==> src/rtl/sine_nco_if.sv <==
// ---------------------------------------------------------------------------
// sine_nco_if -- signal bundle between the NCO, the sine ROM and the codec
// side. Clock and reset are not part of the bundle.
//
//   i_en            oscillator enable (low = synchronous clear)
//   i_fcw           frequency control word, added to phase once per sample
//   i_wave_sel      0 sine, 1 square, 2 sawtooth, 3 triangle
//   i_sample_req    single-cycle sample request
//   o_lut_addr      registered ROM address (top bits of phase)
//   i_lut_data      ROM read data, combinational from o_lut_addr
//   o_sample        output sample, two's complement
//   o_sample_valid  o_sample valid
//   i_sample_ready  consumer accepts sample
//   o_busy          oscillator is fetching or holding a sample
//   o_overrun       sticky: a request arrived while busy
//
// Modports: slave = the NCO itself, master = the surrounding system.
// ---------------------------------------------------------------------------
interface sine_nco_if #(
  parameter int PHASE_W = 32,
  parameter int ADDR_W  = 10,
  parameter int DATA_W  = 16
);
  logic               i_en;
  logic [PHASE_W-1:0] i_fcw;
  logic [1:0]         i_wave_sel;
  logic               i_sample_req;
  logic [ADDR_W-1:0]  o_lut_addr;
  logic [DATA_W-1:0]  i_lut_data;
  logic [DATA_W-1:0]  o_sample;
  logic               o_sample_valid;
  logic               i_sample_ready;
  logic               o_busy;
  logic               o_overrun;

  modport slave (
    input  i_en, i_fcw, i_wave_sel, i_sample_req, i_lut_data, i_sample_ready,
    output o_lut_addr, o_sample, o_sample_valid, o_busy, o_overrun
  );

  modport master (
    output i_en, i_fcw, i_wave_sel, i_sample_req, i_lut_data, i_sample_ready,
    input  o_lut_addr, o_sample, o_sample_valid, o_busy, o_overrun
  );
endinterface

==> src/rtl/sine_nco.sv <==
// ---------------------------------------------------------------------------
// sine_nco -- numerically controlled oscillator feeding the audio codec.
//
// Each sample request runs IDLE -> FETCH -> HOLD. In FETCH the sample is
// built from the pre-increment phase (sine from the external ROM, the other
// waveforms straight from phase bits) and the phase advances by i_fcw. HOLD
// presents the sample on a valid/ready handshake until the consumer accepts.
//
// Ports:
//   i_clk    rising-edge clock
//   i_rst_n  asynchronous active-low reset
//   bus      sine_nco_if.slave (control, ROM bus, sample handshake, status)
// ---------------------------------------------------------------------------
module sine_nco #(
  parameter int PHASE_W = 32,
  parameter int ADDR_W  = 10,
  parameter int DATA_W  = 16
) (
  input  logic      i_clk,
  input  logic      i_rst_n,
  sine_nco_if.slave bus
);

  localparam logic [1:0] IDLE  = 2'd0;
  localparam logic [1:0] FETCH = 2'd1;
  localparam logic [1:0] HOLD  = 2'd2;

  localparam logic [1:0] SEL_SINE   = 2'd0;
  localparam logic [1:0] SEL_SQUARE = 2'd1;
  localparam logic [1:0] SEL_SAW    = 2'd2;

  // Full-scale levels; the negative one is symmetric (-max, not -max-1).
  localparam logic [DATA_W-1:0] POS_FULL = {1'b0, {(DATA_W-1){1'b1}}};
  localparam logic [DATA_W-1:0] NEG_FULL = {1'b1, {(DATA_W-2){1'b0}}, 1'b1};
  localparam logic [DATA_W-1:0] MSB_FLIP = {1'b1, {(DATA_W-1){1'b0}}};

  logic [1:0]         state_q,   state_d;
  logic [PHASE_W-1:0] phase_q,   phase_d;
  logic [ADDR_W-1:0]  addr_q,    addr_d;
  logic [DATA_W-1:0]  sample_q,  sample_d;
  logic               overrun_q, overrun_d;

  logic [PHASE_W-1:0] phase_inc;
  logic [DATA_W-1:0]  tri_mag;
  logic [DATA_W-1:0]  wave;

  assign phase_inc = phase_q + bus.i_fcw;

  // Triangle: fold the second half of the cycle by inverting the ramp taken
  // one bit below the phase MSB, so it rises then falls over a full period.
  assign tri_mag = phase_q[PHASE_W-1] ? ~phase_q[PHASE_W-2 -: DATA_W]
                                      :  phase_q[PHASE_W-2 -: DATA_W];

  always_comb begin
    unique case (bus.i_wave_sel)
      SEL_SINE:   wave = bus.i_lut_data;
      SEL_SQUARE: wave = phase_q[PHASE_W-1] ? NEG_FULL : POS_FULL;
      // Offset-binary ramp to two's complement by flipping the MSB.
      SEL_SAW:    wave = phase_q[PHASE_W-1 -: DATA_W] ^ MSB_FLIP;
      default:    wave = tri_mag ^ MSB_FLIP;
    endcase
  end

  always_comb begin
    // NOTE: every next-state signal gets its hold value first, so branches
    // that do not assign it cannot infer a latch.
    state_d   = state_q;
    phase_d   = phase_q;
    addr_d    = addr_q;
    sample_d  = sample_q;
    overrun_d = overrun_q;

    if (!bus.i_en) begin
      // Disable clears everything except the last sample, which the codec
      // may still be shifting out.
      state_d   = IDLE;
      phase_d   = '0;
      addr_d    = '0;
      overrun_d = 1'b0;
    end else begin
      unique case (state_q)
        IDLE: begin
          if (bus.i_sample_req) state_d = FETCH;
        end
        FETCH: begin
          sample_d = wave;
          phase_d  = phase_inc;
          // Address follows the new phase so the ROM output has settled
          // long before the next FETCH looks at it.
          addr_d   = phase_inc[PHASE_W-1 -: ADDR_W];
          state_d  = HOLD;
          if (bus.i_sample_req) overrun_d = 1'b1;
        end
        HOLD: begin
          // A request in the cycle the handshake completes is still an
          // overrun; requests are never queued.
          if (bus.i_sample_req)   overrun_d = 1'b1;
          if (bus.i_sample_ready) state_d   = IDLE;
        end
        default: state_d = IDLE;
      endcase
    end
  end

  always_ff @(posedge i_clk or negedge i_rst_n) begin
    if (!i_rst_n) begin
      state_q   <= IDLE;
      phase_q   <= '0;
      addr_q    <= '0;
      sample_q  <= '0;
      overrun_q <= 1'b0;
    end else begin
      // NOTE: non-blocking assignments so every register updates from the
      // values present before the edge, independent of statement order.
      state_q   <= state_d;
      phase_q   <= phase_d;
      addr_q    <= addr_d;
      sample_q  <= sample_d;
      overrun_q <= overrun_d;
    end
  end

  // Valid is decoded from the state register, so an asynchronous reset
  // during HOLD drops it immediately.
  assign bus.o_lut_addr     = addr_q;
  assign bus.o_sample       = sample_q;
  assign bus.o_sample_valid = (state_q == HOLD);
  assign bus.o_busy         = (state_q != IDLE);
  assign bus.o_overrun      = overrun_q;

endmodule

==> src/flat_wrapper.sv <==
// flat-port wrapper written by rule: the top's interface ports become plain ports
module sine_nco_flat 
#(
  parameter int PHASE_W = 32,
  parameter int ADDR_W  = 10,
  parameter int DATA_W  = 16
)
  (i_clk, i_rst_n, bus_i_en, bus_i_fcw, bus_i_wave_sel, bus_i_sample_req, bus_i_lut_data, bus_i_sample_ready, bus_o_lut_addr, bus_o_sample, bus_o_sample_valid, bus_o_busy, bus_o_overrun);
  sine_nco_if #(.PHASE_W(PHASE_W), .ADDR_W(ADDR_W), .DATA_W(DATA_W)) bus_i ();
  input  logic i_clk;
  input  logic i_rst_n;
  input wire logic [$bits(bus_i.i_en)-1:0] bus_i_en;
  input wire logic [$bits(bus_i.i_fcw)-1:0] bus_i_fcw;
  input wire logic [$bits(bus_i.i_wave_sel)-1:0] bus_i_wave_sel;
  input wire logic [$bits(bus_i.i_sample_req)-1:0] bus_i_sample_req;
  input wire logic [$bits(bus_i.i_lut_data)-1:0] bus_i_lut_data;
  input wire logic [$bits(bus_i.i_sample_ready)-1:0] bus_i_sample_ready;
  output wire logic [$bits(bus_i.o_lut_addr)-1:0] bus_o_lut_addr;
  output wire logic [$bits(bus_i.o_sample)-1:0] bus_o_sample;
  output wire logic [$bits(bus_i.o_sample_valid)-1:0] bus_o_sample_valid;
  output wire logic [$bits(bus_i.o_busy)-1:0] bus_o_busy;
  output wire logic [$bits(bus_i.o_overrun)-1:0] bus_o_overrun;
  assign bus_i.i_en = bus_i_en;
  assign bus_i.i_fcw = bus_i_fcw;
  assign bus_i.i_wave_sel = bus_i_wave_sel;
  assign bus_i.i_sample_req = bus_i_sample_req;
  assign bus_i.i_lut_data = bus_i_lut_data;
  assign bus_i.i_sample_ready = bus_i_sample_ready;
  assign bus_o_lut_addr = bus_i.o_lut_addr;
  assign bus_o_sample = bus_i.o_sample;
  assign bus_o_sample_valid = bus_i.o_sample_valid;
  assign bus_o_busy = bus_i.o_busy;
  assign bus_o_overrun = bus_i.o_overrun;
  sine_nco #(.PHASE_W(PHASE_W), .ADDR_W(ADDR_W), .DATA_W(DATA_W)) u_core (.i_clk(i_clk), .i_rst_n(i_rst_n), .bus(bus_i));
endmodule
==> config.mk <==
export PLATFORM = sky130hd
export DESIGN_NAME = sine_nco_flat
export DESIGN_NICKNAME = d
export VERILOG_FILES = /design/src/rtl/sine_nco_if.sv /design/src/rtl/sine_nco.sv /design/src/flat_wrapper.sv
export SDC_FILE = /design/constraint.sdc
export NUM_CORES = 1
export LEC_CHECK = 0
export BUFFER_PORTS_ARGS = -buffer_cell sky130_fd_sc_hd__buf_2
export CORE_ASPECT_RATIO = 0.75
export CORE_MARGIN = 2
export CORE_UTILIZATION = 40
export CTS_BUF_LIST = sky130_fd_sc_hd__clkbuf_8
export CTS_CLUSTER_SIZE = 24
export DETAILED_ROUTE_END_ITERATION = 7
export HOLD_SLACK_MARGIN = 0.03
export PLACE_DENSITY = 0.68
export SLEW_MARGIN = 25
export SYNTH_ARGS = -nofsm -noshare
export SYNTH_HDL_FRONTEND = slang
export SYNTH_SLANG_ARGS = --single-unit
==> constraint.sdc <==
create_clock -name i_clk -period 3.9 [get_ports i_clk]
set_clock_uncertainty 0.05 [all_clocks]
set_input_delay 0.78 -clock i_clk [delete_from_list [all_inputs] [get_ports i_clk]]
set_output_delay 0.78 -clock i_clk [all_outputs]
set_load 0.02 [all_outputs]
## After elaboration in Yosys (flattened, before gate mapping)

Cells that the tools add are included.

- $add $sub $neg: 1
- Eq/ne operators: 9
- Muxes and demuxes: 14
- Bitwise logic cells: 3
- Reductions and logical operators: 7

Operator list:

| kind | count |
|---|---|
| 32-bit two-way mux | 2 |
| 16-bit case mux with 3 select lines | 1 |
| 32-bit adder | 1 |
| 16-bit two-way mux | 2 |
| 10-bit two-way mux | 2 |
| 16-bit inverter | 1 |
| 2-bit two-way mux | 3 |
| 3-bit inequality test, second input constant | 2 |
| 2-bit case mux with 3 select lines | 1 |
| 2-bit AND reduction | 3 |
| 2-bit by 1-bit equality test with 1-bit output, second input constant | 2 |
| 2-bit equality test, second input constant | 2 |
| 2-bit zero test | 2 |
| 2-bit by 1-bit inequality test with 1-bit output, second input constant | 2 |
| 1-bit two-way mux | 3 |
| 2-bit inequality test, second input constant | 1 |
| 1-bit inverter | 2 |
| 2-bit nonzero test | 1 |
| 2-bit OR reduction | 1 |

- Register bits: 61
- Input bits: 55

## Logic depth before layout (Yosys ltp)

- Depth in word-level cells: 4
- Gate-level depth with buffers: 11

## Worst setup path before layout

Ideal clock, no wire load.

- Kind: input-to-reg
- Start: input port bus_i_fcw[0]
- End: register u_core.addr_q[6] (netlist: u_core.bus.o_lut_addr[6])
- Library setup time: 126 ps
- Arrival: 2678 ps
- Required time: 3724 ps
- Setup slack: 1046 ps
- Cell stages on the path: 11
- Buffers on the path: 0
- Cell sequence: ha_1 inv_1 fa_1 nor2b_1 o31a_1 o21ai_2 o31a_1 o21bai_1 a21o_1 nor2_1 a221o_1

- Word-level cells in the longest chain between the ends: 3

Ends and longest elaborated chain:

| item | RTL line | RTL |
|---|---|---|
| from (decl) | flat_wrapper.sv:13 | `input wire logic [$bits(bus_i.i_fcw)-1:0] bus_i_fcw;` |
| 32-bit adder | sine_nco.sv:47 | `assign phase_inc = phase_q + bus.i_fcw;` |
| 10-bit two-way mux | sine_nco.sv:81 | `unique case (state_q)` |
| 10-bit two-way mux | sine_nco.sv:73 | `if (!bus.i_en) begin` |
| to (signal assigned) | sine_nco.sv:117 | `addr_q <= addr_d;` |
| to (decl) | sine_nco.sv:39 | `logic [ADDR_W-1:0] addr_q, addr_d;` |

Every way passes these cells. The select of a mux whose other input is x is not followed.
A chain may end at the register's enable or synchronous reset.

## Worst setup path in the final report

- Start: input port bus_i_fcw[20]
- End: register u_core.addr_q[5] (netlist: u_core.bus.o_lut_addr[5])

The elaborated chain is that of the path after synthesis.

==> impl_metrics.toml <==
[timing]
final_max_slew_viol_count = 0
fin_crit_sh_pct = 74.2
worst_slack_ns = 1.01
setup_viol = 0
fin_hold_ws_ns = 0.429
period_needed_ns = 2.89
worstMarginPinSlew_ns = 0.793
hold_violations = 0
relSlewSlack_pct = 47.1
max_freq_mhz = 346
setup_tns_ns = 0
rsz0062_at_grt = "false"

[clock_tree]
root_buffer = "clkbuf_8"
postCtsSetupBuffers = 0
path_clk_slew_ns = 0.10
cts-resized-gates = 0
htreeDepth = 2
cts_sinks = 51
numCtsBuffers = 5
insertion_delay_ns = 0.33
ctsHoldBuffers = 0
clockBufferDepth = 2
cts_tree = "done"

[synthesis]
muxShareOfSynthArea_pct = 4.09
synth_fa_ha_area_share_pct = 10.3
synthArstFlopShare_pct = 100
syn-num-nets = 647
synth_seq_cells = 51
syn_area_per_cell_um2 = 7.97
synth_area_leaders = "dfrtp_1 29%, ha_1 9.9%, a21oi_1 7.7%"
synth-compound-area-share_pct = 26.8
synth_top_area_cell = "dfrtp_1"
yosys_warnings = 0
synthesis.area_um2 = 4430
ys.flop_type = "dfrtp_1"
synthCells = 556
synth_xor_area_share_pct = 4.35
synth_top_family_by_area = "compound AO/OA/AOI/OAI gates"
synth_top_cell_area_share_pct = 28.8
yosys.area_share.simple_pct = 19.8
seq_area_frac_synth_pct = 28.8
synth_edf_count = 0
synth_cell_types = 66

[route]
ant_nets = 0
drc = 0
finalWirelength_um = 12100
avgRoutedWirePerCell_um = 16.0
initialDrtViolationCount = 482
via_count = 4354
vias_per_cell = 5.77
first_pass_iters = 5

[finish]
final_cell_mix = "83 x nor2_1, 83 x buf_2, 68 x a21oi_1"
fin_area_um2 = 4990
layout-drive-gt1-share_pct = 18.2
final_cells = 754
fill_cells = 1066
nNetsFinal = 704
area_delta_synth_final_pct = 12.6
antenna_cells = 0

[power_and_ir_drop]
power_leakage_nw = 2.39
power_density_nw_per_um2 = 399
peakVddDrop_mv = 0.139

[global_routing]
grt_max_degree = 48
grt_pass1_vias = 3973
grt_overflow = 0
gr-usage-all-layers_pct = 20.1
antenna_found_initial = 0
grt_pass1_wl_um = 19700

[setup_path]
start_kind = "input pin"
cp.arrival_ns = 3.04
cp_max_fo = 6
cp-end-kind = "flip-flop"
crit_type = "in2reg"
cp.required_ns = 4.04

[outcome]
status = "finished clean"

[place]
pre_cts_ws_ns = 0.747
dpl_cell_area_um2 = 4870
place.port_buffers = 83
hpwl_um = 9150
gp_congestion = 0.922
dp_cells = 746

[floorplan]
top_level_ports = 84
die_h_um = 95.1
core-area_um2 = 10900
start_util_pct = 40.8
dieArea_um2 = 11900
dieWidth_um = 126
fp-row-count = 33

[hold_path]
min_path_type = "reg2reg"

[flow_run]
maxCapViolations = 0
-- routing by layer --
metal	vias up	wire length, um	track usage, %
met5	-	0	0
met4	0	123	4.91
met3	14	749	3.14
met2	154	5470	31.8
met1	2079	5730	28.9
li1	2107	-	-
-- registers in the layout (all words and copies together) (netlist names) --
register               flops
u_core.phase_q            22
u_core.bus.o_sample       16
u_core.bus.o_overrun       1
u_core.bus.o_lut_addr     10
u_core.state_q             2
-- worst max-delay path: stages --
cell     delay [ns]
buf_2          0.11
ha_1           0.37
a21oi_1        0.27
o21ai_2        0.13
nor4_1         0.43
nand3_1        0.25
a31o_1         0.29
a21oi_2        0.16
xor2_1         0.17
o21ai_1        0.07
-- final timing paths --
kind                                        start                       end  slack [ns]  cells after the start
max                                 bus_i_fcw[20]  u_core.bus.o_lut_addr[5]        1.01                     10
min                        u_core.bus.o_sample[5]    u_core.bus.o_sample[5]        0.43                      1
max reg2reg                    u_core.phase_q[20]  u_core.bus.o_lut_addr[5]        1.13                      9
min reg2reg                u_core.bus.o_sample[5]    u_core.bus.o_sample[5]        0.43                      1
max in group asynchronous                 i_rst_n        u_core.phase_q[19]        2.53                      2
min in group asynchronous                 i_rst_n         u_core.phase_q[2]        0.47                      1
-- metrics by stage --
| stage | total power, mW | utilization, % |
|---|---|---|
| detailed placement | 1.58 | 44.9 |
| CTS | 2.00 | 45.9 |
| floorplan | 1.35 | - |
| finish | 1.99 | 45.9 |
| global route | 2.13 | 45.9 |
| global placement | 1.56 | 44.9 |
-- layout make-up --
class / count / area [um2] / share of cell area (%)
clock buffer: 6 / 82.6 / 1.66
clock inverter: 2 / 35.0 / 0.702
inverter: 16 / 60.1 / 1.20
multi-input combinational: 450 / 2900 / 58.1
sequential: 51 / 1280 / 25.6
tap: 140 / 175 / 3.51
timing repair buffer: 89 / 460 / 9.23
-- Yosys cell counts (all sizes together) (3+ instances only) --
library cell	n
a21oi	70
a21o	23
a31o	3
xnor2	16
o211ai	5
inv	15
nor2	83
clkbuf	21
o21a	5
o21ai	26
nor2b	4
a211oi	19
nand3b	3
and3	4
nand2b	9
nor3	18
nand4	3
ha	35
buf	17
o21bai	6
o2111ai	3
dfrtp	51
nand2	38
nand3	17
mux2i	17
xor2	6
and2	3
a31oi	4
-- cell families (layout without fill, tap and decap cells) --
kind of cell,after synthesis,count (layout)
compound gates,182,182
xor+xnor,22,22
fa+ha+maj,36,36
mux,18,18
flops,51,51
buf+inv,55,113
simple gates,192,192
-- power by group --
| group | total [mW] | leakage, nW | internal [mW] | switching, mW |
|---|---|---|---|---|
| sequential | 0.703 | 0.676 | 0.626 | 0.0770 |
| clock | 0.410 | 0.0612 | 0.208 | 0.202 |
| combinational | 0.879 | 1.66 | 0.352 | 0.526 |
No activity file was read; power rests on OpenSTA's default activity.
